===== src/rtl/cpu_hazard_pkg.sv =====
// Shared hazard-control definitions: forwarding select codes, Tuse "never"
// value, mult/div operation classes, pipeline shadow records and helpers.
package cpu_hazard_pkg;

  localparam logic [1:0] FWD_NONE = 2'd0;
  localparam logic [1:0] FWD_E    = 2'd1;
  localparam logic [1:0] FWD_M    = 2'd2;
  localparam logic [1:0] FWD_W    = 2'd3;

  localparam logic [2:0] TUSE_NEVER = 3'd7;

  typedef enum logic [1:0] {
    MD_NONE = 2'd0,
    MD_MULT = 2'd1,
    MD_DIV  = 2'd2,
    MD_HILO = 2'd3
  } md_op_e;

  // Shadow descriptor of the instruction sitting in E.
  typedef struct packed {
    logic [4:0] waddr;
    logic [2:0] tnew;
    logic [4:0] raddr0;
    logic [4:0] raddr1;
    md_op_e     md_op;
  } e_stage_t;

  // M keeps raddr1 because store data may still need a W forward.
  typedef struct packed {
    logic [4:0] waddr;
    logic [2:0] tnew;
    logic [4:0] raddr1;
  } m_stage_t;

  typedef struct packed {
    logic [4:0] waddr;
    logic [2:0] tnew;
  } w_stage_t;

  // Tnew ages by one per stage move and never goes below zero.
  function automatic logic [2:0] sat_dec(input logic [2:0] v);
    return (v == 3'd0) ? 3'd0 : v - 3'd1;
  endfunction

  // Reader needs the value sooner than the producer can supply it.
  function automatic logic late_hit(input logic [4:0] raddr, input logic [2:0] tuse,
                                    input logic [4:0] waddr, input logic [2:0] tnew);
    return (raddr != 5'd0) && (raddr == waddr) && (tuse < tnew);
  endfunction

  // Producer holds a finished result for this register.
  function automatic logic fwd_ok(input logic [4:0] raddr, input logic [4:0] waddr,
                                  input logic [2:0] tnew);
    return (raddr != 5'd0) && (raddr == waddr) && (tnew == 3'd0);
  endfunction

endpackage


===== src/rtl/hazard_ctrl_if.sv =====
// Decoder/datapath <-> hazard controller bundle.
// Handshake: there is no valid/ready pair. The D-stage descriptor qualifies
// itself (address 0 = no operand / no write, Tuse 7 = never read); the
// controller answers in the same cycle, and stall is the only backpressure:
// while stall=1 the D-stage descriptor must be held and is not consumed.
interface hazard_ctrl_if;
  logic [4:0] d_raddr0;
  logic [4:0] d_raddr1;
  logic [2:0] d_tuse0;
  logic [2:0] d_tuse1;
  logic [4:0] d_waddr;
  logic [2:0] d_tnew;
  logic [1:0] d_md_op;
  logic       stall;
  logic [1:0] fwd_d_rs;
  logic [1:0] fwd_d_rt;
  logic [1:0] fwd_e_rs;
  logic [1:0] fwd_e_rt;
  logic       fwd_m_rt;

  modport master (
    output d_raddr0, d_raddr1, d_tuse0, d_tuse1, d_waddr, d_tnew, d_md_op,
    input  stall, fwd_d_rs, fwd_d_rt, fwd_e_rs, fwd_e_rt, fwd_m_rt
  );

  modport slave (
    input  d_raddr0, d_raddr1, d_tuse0, d_tuse1, d_waddr, d_tnew, d_md_op,
    output stall, fwd_d_rs, fwd_d_rt, fwd_e_rs, fwd_e_rt, fwd_m_rt
  );
endinterface


===== src/rtl/md_busy_ctr.sv =====
// Mult/div unit occupancy counter: loads the operation latency when a
// mult/div leaves E, then counts down to idle.
module md_busy_ctr #(
  parameter int MULT_CYCLES = 5,
  parameter int DIV_CYCLES  = 10
) (
  input  logic clk,
  input  logic reset,
  input  logic start_mult,
  input  logic start_div,
  output logic busy
);
  localparam int MAX_CYCLES = (MULT_CYCLES > DIV_CYCLES) ? MULT_CYCLES : DIV_CYCLES;
  localparam int CW = $clog2(MAX_CYCLES + 1);

  logic [CW-1:0] cnt_q, cnt_d;

  // Load on a new start, otherwise drain towards zero.
  always_comb begin
    cnt_d = cnt_q;
    if (start_mult)            cnt_d = CW'(MULT_CYCLES);
    else if (start_div)        cnt_d = CW'(DIV_CYCLES);
    else if (cnt_q != '0)      cnt_d = cnt_q - CW'(1);
  end

  // Counter register.
  always_ff @(posedge clk) begin
    if (reset) cnt_q <= '0;
    else       cnt_q <= cnt_d;
  end

  assign busy = (cnt_q != '0);
endmodule


===== src/rtl/hazard_ctrl.sv =====
// Pipeline hazard controller: shadows the E/M/W descriptors, ages Tnew,
// raises the stall and drives the operand forwarding selects.
// Optional: HAZARD_STALL_CNT_EN adds a free-running stall cycle counter.
import cpu_hazard_pkg::*;

module hazard_ctrl #(
  parameter int MULT_CYCLES = 5,
  parameter int DIV_CYCLES  = 10
) (
  input  logic               clk,
  input  logic               reset,
  hazard_ctrl_if.slave       hz
`ifdef HAZARD_STALL_CNT_EN
  ,
  output logic [31:0]        stall_cnt
`endif
);

  e_stage_t e_q, e_d;
  m_stage_t m_q, m_d;
  w_stage_t w_q, w_d;
  logic     data_stall, md_stall, stall, md_busy;
  md_op_e   d_md;

  assign d_md = md_op_e'(hz.d_md_op);

  md_busy_ctr #(
    .MULT_CYCLES(MULT_CYCLES),
    .DIV_CYCLES (DIV_CYCLES)
  ) u_md_busy (
    .clk       (clk),
    .reset     (reset),
    .start_mult(e_q.md_op == MD_MULT),
    .start_div (e_q.md_op == MD_DIV),
    .busy      (md_busy)
  );

  // Stall decision from current shadows and the D-stage descriptor.
  always_comb begin
    data_stall = late_hit(hz.d_raddr0, hz.d_tuse0, e_q.waddr, e_q.tnew) |
                 late_hit(hz.d_raddr1, hz.d_tuse1, e_q.waddr, e_q.tnew) |
                 late_hit(hz.d_raddr0, hz.d_tuse0, m_q.waddr, m_q.tnew) |
                 late_hit(hz.d_raddr1, hz.d_tuse1, m_q.waddr, m_q.tnew);
    md_stall   = (d_md != MD_NONE) &&
                 (md_busy || (e_q.md_op == MD_MULT) || (e_q.md_op == MD_DIV));
    stall      = data_stall | md_stall;
  end

  assign hz.stall = stall;

  // Next shadow contents: D enters E unless stalled (then a bubble), the rest shift.
  always_comb begin
    e_d = '0;
    if (!stall) begin
      e_d.waddr  = hz.d_waddr;
      e_d.tnew   = sat_dec(hz.d_tnew);
      e_d.raddr0 = hz.d_raddr0;
      e_d.raddr1 = hz.d_raddr1;
      e_d.md_op  = d_md;
    end
    m_d.waddr  = e_q.waddr;
    m_d.tnew   = sat_dec(e_q.tnew);
    m_d.raddr1 = e_q.raddr1;
    w_d.waddr  = m_q.waddr;
    w_d.tnew   = sat_dec(m_q.tnew);
  end

  // Shadow registers.
  always_ff @(posedge clk) begin
    if (reset) begin
      e_q <= '0;
      m_q <= '0;
      w_q <= '0;
    end else begin
      e_q <= e_d;
      m_q <= m_d;
      w_q <= w_d;
    end
  end

  // Forwarding selects: nearest stage holding a finished result wins.
  always_comb begin
    hz.fwd_d_rs = FWD_NONE;
    if      (fwd_ok(hz.d_raddr0, e_q.waddr, e_q.tnew)) hz.fwd_d_rs = FWD_E;
    else if (fwd_ok(hz.d_raddr0, m_q.waddr, m_q.tnew)) hz.fwd_d_rs = FWD_M;
    else if (fwd_ok(hz.d_raddr0, w_q.waddr, w_q.tnew)) hz.fwd_d_rs = FWD_W;

    hz.fwd_d_rt = FWD_NONE;
    if      (fwd_ok(hz.d_raddr1, e_q.waddr, e_q.tnew)) hz.fwd_d_rt = FWD_E;
    else if (fwd_ok(hz.d_raddr1, m_q.waddr, m_q.tnew)) hz.fwd_d_rt = FWD_M;
    else if (fwd_ok(hz.d_raddr1, w_q.waddr, w_q.tnew)) hz.fwd_d_rt = FWD_W;

    hz.fwd_e_rs = FWD_NONE;
    if      (fwd_ok(e_q.raddr0, m_q.waddr, m_q.tnew)) hz.fwd_e_rs = FWD_M;
    else if (fwd_ok(e_q.raddr0, w_q.waddr, w_q.tnew)) hz.fwd_e_rs = FWD_W;

    hz.fwd_e_rt = FWD_NONE;
    if      (fwd_ok(e_q.raddr1, m_q.waddr, m_q.tnew)) hz.fwd_e_rt = FWD_M;
    else if (fwd_ok(e_q.raddr1, w_q.waddr, w_q.tnew)) hz.fwd_e_rt = FWD_W;

    hz.fwd_m_rt = fwd_ok(m_q.raddr1, w_q.waddr, w_q.tnew);
  end

`ifdef HAZARD_STALL_CNT_EN
  logic [31:0] stall_cnt_q, stall_cnt_d;

  // Count stalled cycles, wrapping naturally at 2^32.
  always_comb begin
    stall_cnt_d = stall_cnt_q + {31'd0, stall};
  end

  // Stall counter register.
  always_ff @(posedge clk) begin
    if (reset) stall_cnt_q <= '0;
    else       stall_cnt_q <= stall_cnt_d;
  end

  assign stall_cnt = stall_cnt_q;
`endif

endmodule


===== src/flat_wrapper.sv =====
// flat-port wrapper written by rule: the top's interface ports become plain ports
module hazard_ctrl_flat 
#(
  parameter int MULT_CYCLES = 5,
  parameter int DIV_CYCLES  = 10
)
  (clk, reset, hz_d_raddr0, hz_d_raddr1, hz_d_tuse0, hz_d_tuse1, hz_d_waddr, hz_d_tnew, hz_d_md_op, hz_stall, hz_fwd_d_rs, hz_fwd_d_rt, hz_fwd_e_rs, hz_fwd_e_rt, hz_fwd_m_rt);
  hazard_ctrl_if hz_i ();
  input  logic clk;
  input  logic reset;
  input wire logic [$bits(hz_i.d_raddr0)-1:0] hz_d_raddr0;
  input wire logic [$bits(hz_i.d_raddr1)-1:0] hz_d_raddr1;
  input wire logic [$bits(hz_i.d_tuse0)-1:0] hz_d_tuse0;
  input wire logic [$bits(hz_i.d_tuse1)-1:0] hz_d_tuse1;
  input wire logic [$bits(hz_i.d_waddr)-1:0] hz_d_waddr;
  input wire logic [$bits(hz_i.d_tnew)-1:0] hz_d_tnew;
  input wire logic [$bits(hz_i.d_md_op)-1:0] hz_d_md_op;
  output wire logic [$bits(hz_i.stall)-1:0] hz_stall;
  output wire logic [$bits(hz_i.fwd_d_rs)-1:0] hz_fwd_d_rs;
  output wire logic [$bits(hz_i.fwd_d_rt)-1:0] hz_fwd_d_rt;
  output wire logic [$bits(hz_i.fwd_e_rs)-1:0] hz_fwd_e_rs;
  output wire logic [$bits(hz_i.fwd_e_rt)-1:0] hz_fwd_e_rt;
  output wire logic [$bits(hz_i.fwd_m_rt)-1:0] hz_fwd_m_rt;
  assign hz_i.d_raddr0 = hz_d_raddr0;
  assign hz_i.d_raddr1 = hz_d_raddr1;
  assign hz_i.d_tuse0 = hz_d_tuse0;
  assign hz_i.d_tuse1 = hz_d_tuse1;
  assign hz_i.d_waddr = hz_d_waddr;
  assign hz_i.d_tnew = hz_d_tnew;
  assign hz_i.d_md_op = hz_d_md_op;
  assign hz_stall = hz_i.stall;
  assign hz_fwd_d_rs = hz_i.fwd_d_rs;
  assign hz_fwd_d_rt = hz_i.fwd_d_rt;
  assign hz_fwd_e_rs = hz_i.fwd_e_rs;
  assign hz_fwd_e_rt = hz_i.fwd_e_rt;
  assign hz_fwd_m_rt = hz_i.fwd_m_rt;
  hazard_ctrl #(.MULT_CYCLES(MULT_CYCLES), .DIV_CYCLES(DIV_CYCLES)) u_core (.clk(clk), .reset(reset), .hz(hz_i));
endmodule

===== config.mk =====
export PLATFORM = sky130hd
export DESIGN_NAME = hazard_ctrl_flat
export DESIGN_NICKNAME = d
export VERILOG_FILES = /design/src/rtl/cpu_hazard_pkg.sv /design/src/rtl/hazard_ctrl_if.sv /design/src/rtl/md_busy_ctr.sv /design/src/rtl/hazard_ctrl.sv /design/src/flat_wrapper.sv
export SDC_FILE = /design/constraint.sdc
export NUM_CORES = 1
export LEC_CHECK = 0
export CAP_MARGIN = 20
export CORE_UTILIZATION = 57
export CTS_CLUSTER_DIAMETER = 60
export CTS_CLUSTER_SIZE = 8
export DETAILED_ROUTE_END_ITERATION = 8
export DONT_BUFFER_PORTS = 1
export GPL_ROUTABILITY_DRIVEN = 0
export PLACE_DENSITY_LB_ADDON = 0.12
export SETUP_SLACK_MARGIN = 0.4
export SKIP_LAST_GASP = 1
export SLEW_MARGIN = 10
export SYNTH_ARGS = -nofsm -noshare
export SYNTH_HDL_FRONTEND = slang
export SYNTH_SLANG_ARGS = --single-unit

===== constraint.sdc =====
create_clock -name clk -period 1.7 [get_ports clk]
set_input_delay 0.255 -clock clk [delete_from_list [all_inputs] [get_ports clk]]
set_output_delay 0.255 -clock clk [all_outputs]
set_load 0.01 [all_outputs]

### Word-level counts from Yosys, hierarchy flattened

Cells that the tools add are included.

| operators by class | value |
|---|---|
| reduce and logical (&&, ||, !) cells | 47 |
| bitwise logic cells | 4 |
| multiplexer cells | 13 |
| add/subtract/negate cells | 4 |
| equality and inequality tests | 13 |
| $lt $le $gt $ge | 4 |

Operator list:

| kind | count |
|---|---|
| equality test 5 bit | 11 |
| logical AND 1 bit | 27 |
| nonzero test 5 bit | 5 |
| 2-to-1 mux 2 bit | 10 |
| logical NOT 3 bit | 4 |
| less-than comparator 3 bit | 4 |
| subtractor 3 x 1 -> 3 bit (second input constant) | 3 |
| 2-to-1 mux 4 bit | 2 |
| OR reduction 2 bit | 4 |
| OR 1 bit | 4 |
| nonzero test 2 bit | 2 |
| nonzero test 4 bit | 1 |
| subtractor 4 x 1 -> 4 bit (second input constant) | 1 |
| 2-to-1 mux 3 bit | 1 |
| nonzero test 3 bit | 1 |
| OR reduction 3 bit | 1 |
| equality test 2 x 1 -> 1 bit (second input constant) | 1 |
| equality test 2 bit (second input constant) | 1 |
| logical OR 1 bit | 2 |

| word-level totals | value |
|---|---|
| output and inout port bits | 10 |
| input bits | 28 |
| register bits | 45 |

### Depth between registers and ports, before layout

| depth | value |
|---|---|
| depth in word-level cells | 8 |
| mapped depth | 7 |
| gate-level depth less buffers | 7 |

### Modules after synthesis

From an unflattened synthesis, not the netlist that was laid out.

| second synthesis, totals | value |
|---|---|
| cells, all modules | 285 |
| area total of the unflattened synthesis | 2741.4 sq um |

Modules (own cells, without submodules):

| module | times used | cells each | sequential area each (sq um) | area an instance (sq um) |
|---|---|---|---|---|
| hazard_ctrl | 1 | 261 | 820.8 | 2512.4 |
| md_busy_ctr | 1 | 24 | 80.1 | 229.0 |

### Worst setup path after synthesis

OpenSTA, ideal clock, no wires.

| path | value |
|---|---|
| path kind | flip-flop to output port |
| start | register u_core.u_md_busy.cnt_q[0] |
| end | output port hz_stall |
| data required time | 1.445 ns |
| path buffers | 0 |
| arrival | 1.629 ns |
| path slack | -0.184 ns |
| stages on the path, launching flop included | 7 |
| cell sequence | dfxtp_1 > inv_1 > ha_1 > or3b_1 > o32ai_2 > o311ai_4 > or2_1 |

| between the ends | value |
|---|---|
| cells in the longest elaborated chain, start to end | 5 |

Ends and longest elaborated chain:

| what | line | text |
|---|---|---|
| from (decl) | md_busy_ctr.sv:16 | `logic [CW-1:0] cnt_q, cnt_d;` |
| from (signal assigned) | md_busy_ctr.sv:29 | `else cnt_q <= cnt_d;` |
| nonzero test 4 bit | md_busy_ctr.sv:32 | `assign busy = (cnt_q != '0);` |
| logical OR 1 bit (2 in a row) | hazard_ctrl.sv:45 | `(md_busy \|\| (e_q.md_op == MD_MULT) \|\| (e_q.md_op == MD_DIV));` |
| logical AND 1 bit | hazard_ctrl.sv:44 | `md_stall = (d_md != MD_NONE) &&` |
| OR 1 bit | hazard_ctrl.sv:46 | `stall = data_stall \| md_stall;` |
| to (decl) | flat_wrapper.sv:18 | `output wire logic [$bits(hz_i.stall)-1:0] hz_stall;` |

Every way passes these cells.

### Worst setup path in the final report

Same ends and word-level chain as after synthesis.

==> metrics.yaml <==
floorplanning:
  fp-row-count: 24
  start_util_pct: 61.3
  die_area_um2: 5130
  io_pins: 38
  dieHeight_um: 71.6
  core-area_um2: 4500
  die_x_um: 71.6
setup_path:
  crit_buf_inv: 1
  cp.depth: 6
  crit_arrival_ns: 1.99
  path_cells: "inv_2 -> ha_4 -> or3b_4 -> o32ai_4 -> o311ai_4 -> or2_1"
  cpPeakStageDelay_ns: 0.39
  critPathTopFamily: "simple AND/OR/NAND/NOR gates"
  ff2ff_path_depth: 10
  cp.required_ns: 1.44
  path_max_fanout: 2
  cp-end-kind: "primary output"
  slowest_stage: "or3b_4"
  worst-setup-path-type: "register to primary output"
  worst_setup_path_start_kind: "register"
detailed_routing:
  wirelength_mm: 8.75
  final_antenna_net_count: 0
  vias: 2472
  drc: 0
  drtIter0Drc: 253
  first_pass_iters: 5
  via_per_inst: 6.27
  wire_per_inst_um: 22.2
global_routing:
  grt_usage_pct: 31.3
  antenna_found_initial: 0
  grt_max_degree: 46
  grt_overflow: 0
  grt_pass1_wl_mm: 12.2
  grt_pass1_vias: 2402
clock_network:
  clkTransAtPathRegs_ns: 0.08
  clk_latency_ns: 0.30
  ctsHoldBuffers: 0
  cts_max_level: 2
  cts_buffers: 5
  cts_tree: "done"
  clockBufferDepth: 2
  ctsRootBufferMaster: "clkbuf_8"
  clock-sinks: 45
cells_and_area:
  final_area_um2: 3930
  stdcell_count: 394
  layout-drive-gt1-share_pct: 48.0
  final_common_cell: "buf_4"
  layout_common_cells: "44 x buf_4, 26 x dfxtp_1, 24 x xor2_1, 22 x xnor2_1, 20 x inv_1"
  n_antenna_cell: 0
  layout.nets: 387
  syn2layout_area_growth_pct: 42.3
run_status:
  status: "finished with violations"
  violations: "setup timing"
sta:
  finalSetupTns_ns: -11.80
  setup_viol: 31
  maxSlewViolCount: 0
  setup_ws_ns: -0.549
  fin_worst_skew_ns: 0.00377
  post-route-period-util_pct: 132
  rsz0062_at_grt: "yes"
  slew_headroom_pct: 73.6
  clock.fmax_mhz: 445
  tightest_slew_ns: 0.395
  fin_crit_ns: 2.25
  hold_viol_final: 0
placed_design:
  place_area_um2: 3200
  place_hpwl_mm: 4.71
  dp_cells: 369
  dpl_worst_slack_ns: -0.234
  io_buffers: 0
power_and_ir_drop:
  power_w: 0.00544
  vdd_drop_max_mv: 1.08
  swShare_pct: 38.8
  internal_power_w: 0.00333
  power_density_nw_per_um2: 1390
  combinationalPowerShare_pct: 61.1
  p_leak_nw: 1.63
  p_clk_share_pct: 12.5
  p_seq_share_pct: 26.5
  switchingPower_w: 0.00211
yosys:
  netlist-cell-type-count: 42
  ys_warn_count: 0
  ys_seq_area_share_pct: 32.6
  syn_nets: 337
  ys_ff_latch: 45
  synth_area_per_cell_um2: 9.46
  synth_area_um2: 2760
  postSynthCellCount: 292
min_path:
  hold_depth: 1
  min_path_type: "input pin to register"
flow_run:
  maxCapViolations: 0
-- power groups by stage --
stage / logic [W] / registers [W] / clock network (W)
final: 0.00332 / 0.00144 / 0.000679
after global routing: 0.00351 / 0.00145 / 0.000726
after CTS: 0.00263 / 0.00140 / 0.000675
after detailed placement: 0.00195 / 0.00142 / 0
after global placement: 0.00190 / 0.00141 / 0
after floorplan: 0.00141 / 0.00139 / 0
-- layout make-up --
class / count / area, um2
clock buffer: 7 / 86.3
fill: 205 / 574
inverter: 22 / 82.6
multi-input combinational: 205 / 2150
sequential: 45 / 935
tap: 52 / 65.1
timing repair buffer: 63 / 614
-- routing by layer --
layer | vias up | track usage, % | wire length (um)
met5 | - | 0 | 0
met4 | 0 | 11.8 | 366
met3 | 35 | 6.89 | 545
met2 | 132 | 53.7 | 4370
met1 | 1192 | 38.6 | 3470
li1 | 1113 | - | -
-- registers in the layout, indices dropped and copies added (netlist names) --
| name | cells |
|---|---|
| u_core.u_md_busy.cnt_q | 4 |
| u_core.m_q | 13 |
| u_core.w_q | 8 |
| u_core.e_q | 20 |
-- synth_stat cells, drive strengths merged --
cell type,instances,share of area [%]
dfxtp,45,33
xnor2,29,9.2
xor2,26,8.2
inv,22,3.0
nor2,19,2.6
nor3,19,4.0
nor2b,18,4.1
ha,17,7.7
clkbuf,15,2.0
nor4,12,4.3
nor4b,10,5.8
nand4,8,1.8
a21o,5,1.4
buf,5,1.5
or4,5,1.5
or3,4,0.91
a211oi,3,0.82
a21oi,3,0.54
nand2,3,0.41
nand2b,3,0.68
nand3,3,0.54
o22ai,3,0.91
o21ai,2,0.36
o41ai,2,0.63
a2111o,1,0.45
a21boi,1,0.27
a311oi,1,0.32
mux2i,1,0.36
nor3b,1,0.27
o211ai,1,0.45
o21a,1,0.27
o311ai,1,0.95
o32ai,1,0.59
or2,1,0.23
or3b,1,0.32
-- cell families after synthesis --
logic type	Yosys count	synth area share, %
flops	45	32.6
mux	1	0.362
xor+xnor	55	17.4
simple gates	107	27.4
buf+inv	42	6.57
fa+ha+maj	17	7.70
compound gates	25	7.93
-- worst paths after layout --
path / start / endpoint / slack, ns
hold reg to reg: u_core.m_q[5]$_SDFF_PP0_ / u_core.w_q[0]$_SDFF_PP0_ / 0.46
setup reg to reg: u_core.u_md_busy.cnt_q[0]$_SDFFE_PP0P_ / u_core.e_q[19]$_SDFF_PP0_ / -0.52
hold / removal: reset / u_core.u_md_busy.cnt_q[1]$_SDFFE_PP0P_ / 0.02
setup / recovery: u_core.u_md_busy.cnt_q[0]$_SDFFE_PP0P_ / hz_stall / -0.55
-- through the flow --
stage / hold WS (ns) / util [%]
CTS: 0.0134 / 79.9
detailed placement: 0.326 / 71.1
global placement: 0.327 / 71.1
global route: 0.00675 / 87.3
finish: 0.0221 / 87.3
floorplan: 0.382 / -
-- repair_timing --
item                       in CTS  in global routing
gates resized for setup        39                 55
setup endpoints to repair      32                 34
setup buffers                  10                  5
gates cloned                    3                  0
pin swaps                      24                 26
No activity file was read; power rests on OpenSTA's default activity.
